## src/rtl/riscv_proc_mul_tag_pipe_pkg.sv

```systemverilog
// -----------------------------------------------------------------------------
// riscv_proc_mul_tag_pipe_pkg
//   Shared constants for the multiplier tag pipeline. These hold the values
//   that the legacy riscvConst.vh header supplied as `IMUL_STAGES and the
//   writeback tag width.
//   Ports: none (package).
// -----------------------------------------------------------------------------
package riscv_proc_mul_tag_pipe_pkg;

   // Default multiplier pipeline depth (legacy `IMUL_STAGES); legal 1..8.
   localparam int unsigned IMUL_STAGES = 3;

   // Default width of the writeback register tag.
   localparam int unsigned MUL_TAG_W   = 5;

endpackage

```

## src/rtl/riscv_proc_mul_tag_pipe.sv

```systemverilog
// -----------------------------------------------------------------------------
// riscv_proc_mul_tag_pipe
//   Tracks valid bits and destination tags of ops in flight through the
//   multiplier, with bubble-collapsing backpressure from writeback, a flush,
//   and a two-port scoreboard query for pending destination registers.
//
//   Ports:
//     clk            - clock, all state updates on rising edge
//     reset          - synchronous active-high reset
//     mul_fire       - issue request (qualified by mul_rdy, dropped on kill)
//     mul_waddr      - destination tag of the issued op
//     mul_rdy        - stage 0 can accept this cycle
//     mul_kill       - flush every in-flight op
//     wb_stall       - writeback cannot consume the result this cycle
//     mul_result_val - last stage holds a valid op
//     mul_result_tag - tag of the last-stage op
//     raddr1/raddr2  - scoreboard query tags
//     raddr1_busy/raddr2_busy - query tag is pending (tag 0 never busy)
//     busy           - any stage valid
// -----------------------------------------------------------------------------
module riscv_proc_mul_tag_pipe
   import riscv_proc_mul_tag_pipe_pkg::*;
#(
   parameter int unsigned STAGES = IMUL_STAGES,
   parameter int unsigned TAG_W  = MUL_TAG_W
) (
   input  logic             clk,
   input  logic             reset,
   input  logic             mul_fire,
   input  logic [TAG_W-1:0] mul_waddr,
   output logic             mul_rdy,
   input  logic             mul_kill,
   input  logic             wb_stall,
   output logic             mul_result_val,
   output logic [TAG_W-1:0] mul_result_tag,
   input  logic [TAG_W-1:0] raddr1,
   input  logic [TAG_W-1:0] raddr2,
   output logic             raddr1_busy,
   output logic             raddr2_busy,
   output logic             busy
);

   localparam int unsigned LAST = STAGES - 1;

   logic [STAGES-1:0] r_val;
   logic [TAG_W-1:0]  r_tag [STAGES];

   logic [STAGES-1:0] w_ld;
   logic [STAGES-1:0] w_hit1;
   logic [STAGES-1:0] w_hit2;
   logic              w_accept;

   // w_ld[i]: slot i may take new content this cycle. Unrolling the
   // "empty or advancing" chain gives a flat form: slot i frees up when
   // writeback drains or any slot at or beyond i is empty (bubble collapse).
   for (genvar g = 0; g < STAGES; g++) begin : g_stage
      assign w_ld[g]   = ~wb_stall | ~(&r_val[STAGES-1:g]);
      assign w_hit1[g] = r_val[g] & (r_tag[g] == raddr1);
      assign w_hit2[g] = r_val[g] & (r_tag[g] == raddr2);
   end

   assign mul_rdy  = w_ld[0];
   assign w_accept = mul_fire & w_ld[0] & ~mul_kill;

   always_ff @(posedge clk) begin
      if (reset) begin
         r_val <= '0;
         for (int unsigned i = 0; i < STAGES; i++) begin
            r_tag[i] <= '0;
         end
      end else if (mul_kill) begin
         // Flush drops valid bits only; stale tags are masked by valid.
         r_val <= '0;
      end else begin
         if (w_ld[0]) begin
            r_val[0] <= w_accept;
            if (w_accept) begin
               r_tag[0] <= mul_waddr;
            end
         end
         // Slot i loading means slot i-1 is advancing into it.
         for (int unsigned i = 1; i < STAGES; i++) begin
            if (w_ld[i]) begin
               r_val[i] <= r_val[i-1];
               if (r_val[i-1]) begin
                  r_tag[i] <= r_tag[i-1];
               end
            end
         end
      end
   end

   assign mul_result_val = r_val[LAST];
   assign mul_result_tag = r_tag[LAST];
   assign busy           = |r_val;
   assign raddr1_busy    = (|w_hit1) & (raddr1 != '0);
   assign raddr2_busy    = (|w_hit2) & (raddr2 != '0);

endmodule

```

## config.mk

```make
export PLATFORM = sky130hd
export DESIGN_NAME = riscv_proc_mul_tag_pipe
export DESIGN_NICKNAME = d
export VERILOG_FILES = /design/src/rtl/riscv_proc_mul_tag_pipe_pkg.sv /design/src/rtl/riscv_proc_mul_tag_pipe.sv
export SDC_FILE = /design/constraint.sdc
export NUM_CORES = 1
export LEC_CHECK = 0
export ABC_CLOCK_PERIOD_IN_PS = 1700
export CAP_MARGIN = 30
export CELL_PAD_IN_SITES_DETAIL_PLACEMENT = 2
export CELL_PAD_IN_SITES_GLOBAL_PLACEMENT = 2
export CORE_MARGIN = 2
export CORE_UTILIZATION = 30
export DETAILED_ROUTE_END_ITERATION = 6
export PLACE_DENSITY = 0.76
export REMOVE_ABC_BUFFERS = 1
export SLEW_MARGIN = 10
export SYNTH_ARGS = -nofsm -noshare
export SYNTH_HDL_FRONTEND = slang
export SYNTH_SLANG_ARGS = --single-unit
```

## constraint.sdc

```tcl
create_clock -name clk -period 1.7 [get_ports clk]
set_clock_uncertainty 0.05 [all_clocks]
set_input_delay 0.34 -clock clk [delete_from_list [all_inputs] [get_ports clk]]
set_output_delay 0.34 -clock clk [all_outputs]
set_load 0.05 [all_outputs]
```

==> reports/summary.txt, run 1 <==
Register-to-Register Setup Slack: 0.25 ns
status: finished, violations left
Syn Area/Cell: 10.8 sq um
internal power: 803 uW
HP Class: in2reg
Reg power frac: 47.8%
CTS Buffer Depth: 2
area share of fa/ha/maj cells after synthesis: 0%
via count: 971
NetSw: 306 uW
H-tree levels: 1
met3 wire len: 190 microns
cell area after layout: 0.00180 sq mm
minimum clock period: 2.14 ns
highest metal layer with signal wires: met4
CTS Root Cell: clkbuf_8
Post-DP HPWL: 3020 microns
placed inst area: 0.00166 sq mm
final slew viol count: 0
gpl congestion: 0.813
global-route wire length before repair: 6180 microns
layout filler cell count: 374
peak supply drop: 0.000328 V
ANT nets after route: 0
Cell Pwr Density: 618 mW/mm^2
WL met2: 1970 microns
Combinational Power Share: 25.1%
Synth Register Bits: 18
pin count of the biggest net entering global routing: 16
CTS tree: yes
Clock Power Share: 27.0%
Worst Hold Launch: wb_stall
total CTS buffers: 3
sw frac: 27.6%
compound-cell area share of the yosys netlist: 7.17%
Cell variety after synth: 22
vias per std cell: 4.83
Routed WL: 3890 microns
CP Capture Type: output port
Ant. Diodes: 0
Starting Density: 31.2%
M1 WL: 1700 microns
Pre-antenna DRT Iters: 4
wire per inst: 19.3 microns
P_leak: 0.000726 uW
area of the multi-input gates: 627 sq um
Layout area overhead: 58.4%
total grt overflow: 0
Die X-Extent: 65.5 microns
Final Cycle Share: 126%
setup TNS: -0.834 ns
Die Span Y: 65.5 microns
Simple-Gate Fraction of Synth Area: 20.0%
share of post-route cells with drive strength above 1: 30.1%
I/O pin cnt: 30
post-synthesis cell area: 0.00113 sq mm
max_slew headroom: 79.3%
failing checks: negative setup slack
I/O Buffers: 29
sequential area share after synthesis: 45.0%
NumNets Final: 174
vias in the first global route: 1135
Worst Setup EP: raddr1_busy
fmax: 468 MHz
Reg clk slew, reported paths: 0.07 ns
# clock sinks: 18
Skew-Pair Late Insertion Delay: 0.25 ns
MaxCap Viol Count: 0
WHS: 0.438 ns
Rows: 22
drt drc: 0
post-synthesis mux area share: 0%
critical path class: reg2out
Fin. Hold Viols: 0
synthesized netlist cell count: 105
Core Region: 0.00363 sq mm
setup violators final: 2
antenna violations before repair: 0
Critical R2R Capture: r_tag[0][14]
crit path max fanout: 2
RSZ-0062 raised after global routing: true
crit path from: r_tag[0][9]
Final WS setup: -0.437 ns
Critical R2R Launch: r_val[1]
Critical Path AT: 1.75 ns
total global-route track usage: 19.9%
XOR/XNOR Fraction of Synth Area: 23.2%
die area: 0.00429 sq mm
Least-Margin Pin Slew: 0.310 ns
Yosys warning count: 0
WP data required: 1.31 ns
Reg area: 513 sq um
largest family of logic cells by synthesized area: XOR/XNOR gates
drt initial violations: 23
CTS Hold Bufs: 0
FF-to-FF path depth: 5
CP Launch Type: flop
placed cells by master, fill, tap and decap left out:
master / n
nor4_1: 3
nand3_1: 3
dlymetal6s2s_1: 1
clkinv_1: 1
xnor2_1: 6
clkbuf_8: 3
dlygate4sd2_1: 9
edfxtp_1: 15
nor4_2: 3
o21ai_1: 1
a211oi_4: 1
xor2_1: 22
a21oi_1: 2
dfxtp_1: 1
nand2_1: 2
or3_1: 1
buf_6: 2
and2_1: 17
a31o_1: 3
inv_1: 1
buf_12: 10
xor2_2: 2
nor2_1: 2
clkdlybuf4s50_1: 9
dfxtp_2: 2
and3_4: 1
a21oi_2: 2
or4_1: 2
nor3_1: 3
nand2b_1: 1
nor2_2: 1
a32oi_1: 2
buf_4: 19
flip-flops by register name, indices dropped and copies added, names as in the netlist:
name and cells:
r_tag 15, r_val 3
critical path, cell delays in order, from the launching register on:
cell and delay (ns):
edfxtp_1 0.43, buf_6 0.15, xor2_2 0.15, nor4_2 0.28
nand3_1 0.14, a21oi_2 0.20, buf_12 0.16
worst min-delay path by stage:
stage / cells past startpoint / slack [ns] / end
global placement: 2 / 0.55 / r_val[1]
detailed placement: 2 / 0.59 / r_val[2]
global route: 3 / 0.47 / r_val[2]
finish: 3 / 0.44 / r_val[2]
CTS: 2 / 0.60 / r_val[2]
floorplan: 1 / 0.37 / r_val[0]
layout make-up:
cell class | count | area share, %
clock buffer | 3 | 2.30
clock inverter | 1 | 0.209
inverter | 1 | 0.209
multi-input combinational | 80 | 34.9
sequential | 18 | 28.6
tap | 48 | 3.34
timing repair buffer | 50 | 30.5
cells by family after synthesis:
family / after synthesis
AND/OR/NAND/NOR: 39
XOR/XNOR: 30
flip-flops: 18
AO/OA/AOI/OAI: 11
buffers and inverters: 7
synth_stat cells:
master | n | area, sq um
and3_1 | 1 | 6.26
inv_1 | 1 | 3.75
nand2b_1 | 1 | 6.26
nor3_1 | 3 | 15.0
a32oi_1 | 2 | 17.5
a211oi_2 | 1 | 12.5
edfxtp_1 | 15 | 450
or3_1 | 1 | 6.26
and2_1 | 17 | 106
o21ai_1 | 1 | 5.00
nor4_1 | 6 | 37.5
xor2_1 | 24 | 210
buf_6 | 1 | 11.3
a31o_1 | 3 | 26.3
xnor2_1 | 6 | 52.6
nand3_1 | 3 | 15.0
a21oi_1 | 4 | 20.0
or4_1 | 2 | 15.0
buf_4 | 5 | 37.5
dfxtp_1 | 3 | 60.1
nor2_1 | 3 | 11.3
nand2_1 | 2 | 7.51
through the flow:
| step | power [uW] | std cells | utilization, % | setup slack [ns] |
|---|---|---|---|---|
| after floorplan | 638 | 99 | - | -0.741 |
| final | 1110 | 201 | 49.4 | -0.437 |
| after global placement | 785 | 194 | 45.6 | -0.731 |
| after CTS | 1120 | 201 | 49.1 | -0.447 |
| after global routing | 1160 | 201 | 49.4 | -0.539 |
| after detailed placement | 801 | 194 | 45.6 | -0.767 |
routing by layer:
metal / vias up / global-route usage, %
met5: - / 0
met4: 0 / 5.47
met3: 2 / 2.23
met2: 36 / 36.9
met1: 473 / 24.3
li1: 460 / -
power groups by stage:
| stage | logic, uW | registers (uW) | clock network (uW) |
|---|---|---|---|
| global placement | 247 | 537 | 0 |
| finish | 279 | 530 | 300 |
| global route | 299 | 533 | 332 |
| detailed placement | 262 | 539 | 0 |
| CTS | 280 | 530 | 310 |
| floorplan | 85.0 | 553 | 0 |
what timing repair did:
action / in CTS / in global routing
setup endpoints to repair: 18 / 10
resized for setup: 20 / 4
buffers inserted: 3 / 0
hold endpoints to repair: 0 / 0
pin swaps: 13 / 3
Note: power is estimated with default switching activity, not from simulation.
==> run 2: changes to the inputs <==
Settings changed: CORE_ASPECT_RATIO set to 0.6.
==> run 2 against run 1 <==
  * The run still ends with negative setup slack left
  * Hold slack better by 0.031 ns
  * Maximum frequency fell by 10%
  * Clock-buffer cell count stayed put
  * Register-to-register slack worse by 0.02 ns
  * Power rose by 3.0%
  * Die area grew 0.38%
  * Non-clock buffer count rose by 1
  * Utilization rose by 0.26 points
  * First-iteration DRC count rose to 2.7 times the previous value
==> reports/summary.txt, run 2 (synthesis results as in run 1) <==
ANT nets after route: 0
CTS tree: yes
fmax: 421 MHz
cell area after layout: 0.00181 sq mm
Starting Density: 31.2%
CTS Buffer Depth: 2
Least-Margin Pin Slew: 0.351 ns
total grt overflow: 0
failing checks: negative setup slack
P_leak: 0.000732 uW
CP Launch Type: flop
Reg clk slew, reported paths: 0.08 ns
via count: 1001
Core Region: 0.00364 sq mm
peak supply drop: 0.000383 V
slowest CP cell: edfxtp_1
gpl congestion: 0.882
CTS Root Cell: clkbuf_8
Layout area overhead: 59.4%
vias in the first global route: 1071
Ant. Diodes: 0
max_slew headroom: 76.4%
critical path class: reg2out
Post-DP HPWL: 2920 microns
total CTS buffers: 3
Die X-Extent: 83.4 microns
Die Span Y: 51.6 microns
setup violators final: 2
Skew-Pair Late Insertion Delay: 0.27 ns
H-tree levels: 1
pin count of the biggest net entering global routing: 16
minimum clock period: 2.37 ns
RSZ-0062 raised after global routing: true
Regs by FF count: r_tag: 15 flops, r_val: 3 flops
WHS: 0.469 ns
MaxCap Viol Count: 0
CP cell instances: xor2_1 -> nor4_2 -> nand3_1 -> a21oi_2 -> buf_12
commonest non-fill, non-tap cell in the layout: xor2_1
antenna violations before repair: 0
die area: 0.00430 sq mm
WP data required: 1.31 ns
Fin. Hold Viols: 0
Cell Pwr Density: 632 mW/mm^2
placed inst area: 0.00165 sq mm
HP Class: in2reg
global-route wire length before repair: 6130 microns
wire per inst: 22.0 microns
Pre-antenna DRT Iters: 4
Final Cycle Share: 140%
I/O Buffers: 29
drt initial violations: 61
CP Capture Type: output port
Rows: 17
Largest Register: r_tag
NumNets Final: 175
max reg flops: 15
vias per std cell: 4.98
Critical Path AT: 1.98 ns
# clock sinks: 18
commonest non-fill, non-tap cells in the layout: xor2_1, buf_4, and2_1
total global-route track usage: 19.4%
crit path max fanout: 3
Crit path largest cell delay: 0.48 ns
final slew viol count: 0
Final WS setup: -0.673 ns
status: finished, violations left
share of post-route cells with drive strength above 1: 30.5%
I/O pin cnt: 30
drt drc: 0
Routed WL: 4430 microns
## run 2: cell types whose count changed in the layout (fill, tap and decap cells not counted), sizes merged
cell / previous run / this run
buf: 31 / 32
clkdlybuf4s50: 9 / 8
dlygate4sd2: 9 / 10
## run 2: metal layers
layer  routed length, microns  vias to the layer above  track usage [%]
met5                        0                        -                0
met4                       26                        0             3.28
met3                      172                        4             4.29
met2                     2010                       31             32.3
met1                     2220                      503             26.7
li1                         -                      463                -
## run 2: critical path: cells and delay by family, from the launching register on
family	cells	cell delay, ns
simple gates	2	0.57
compound gates	1	0.29
xor+xnor	1	0.20
flops	1	0.48
buf+inv	1	0.17
## run 2: area by class of cell
cell class | count | area, sq um
Timing Repair Buffer | 51 | 557
Multi-Input combinational cell | 80 | 627
Clock buffer | 3 | 41.3
Sequential cell | 18 | 515
Inverter | 1 | 3.75
Clock inverter | 1 | 3.75
Tap cell | 47 | 58.8
Fill cell | 363 | 1830
## run 2: path summary, 6_finish.rpt
path              slack (ns)           to  cells past startpoint        start
setup / recovery       -0.67  raddr1_busy                      5  r_tag[0][5]
hold / removal          0.47     r_val[2]                      3     wb_stall
setup reg to reg        0.23  r_tag[0][6]                      5     r_val[1]
hold reg to reg         0.59     r_val[1]                      2     r_val[0]
## run 2: what timing repair did
action	in CTS	in global routing
gates resized for setup	16	11
endpoints found under the setup margin	19	17
hold endpoints to repair	0	0
setup buffers	2	3
cloned	0	0
pin swaps	8	8
hold buffers	0	0
## run 2: through the flow
step                      setup TNS (ns)  instances  utilization [%]  worst slack [ns]  power [uW]
final                              -1.13        201             49.7            -0.673        1140
after global routing               -1.26        201             49.7            -0.704        1190
after detailed placement           -9.75        192             45.3            -0.818         794
after floorplan                    -2.93         99                -            -0.741         638
after global placement             -7.90        192             45.3            -0.721         783
after CTS                          -1.04        198             47.8            -0.481        1110
## run 2: power breakdown
part	internal, uW	switching, uW	total [uW]
Combinational	140	147	288
Sequential	501	29.4	530
Clock	161	163	324
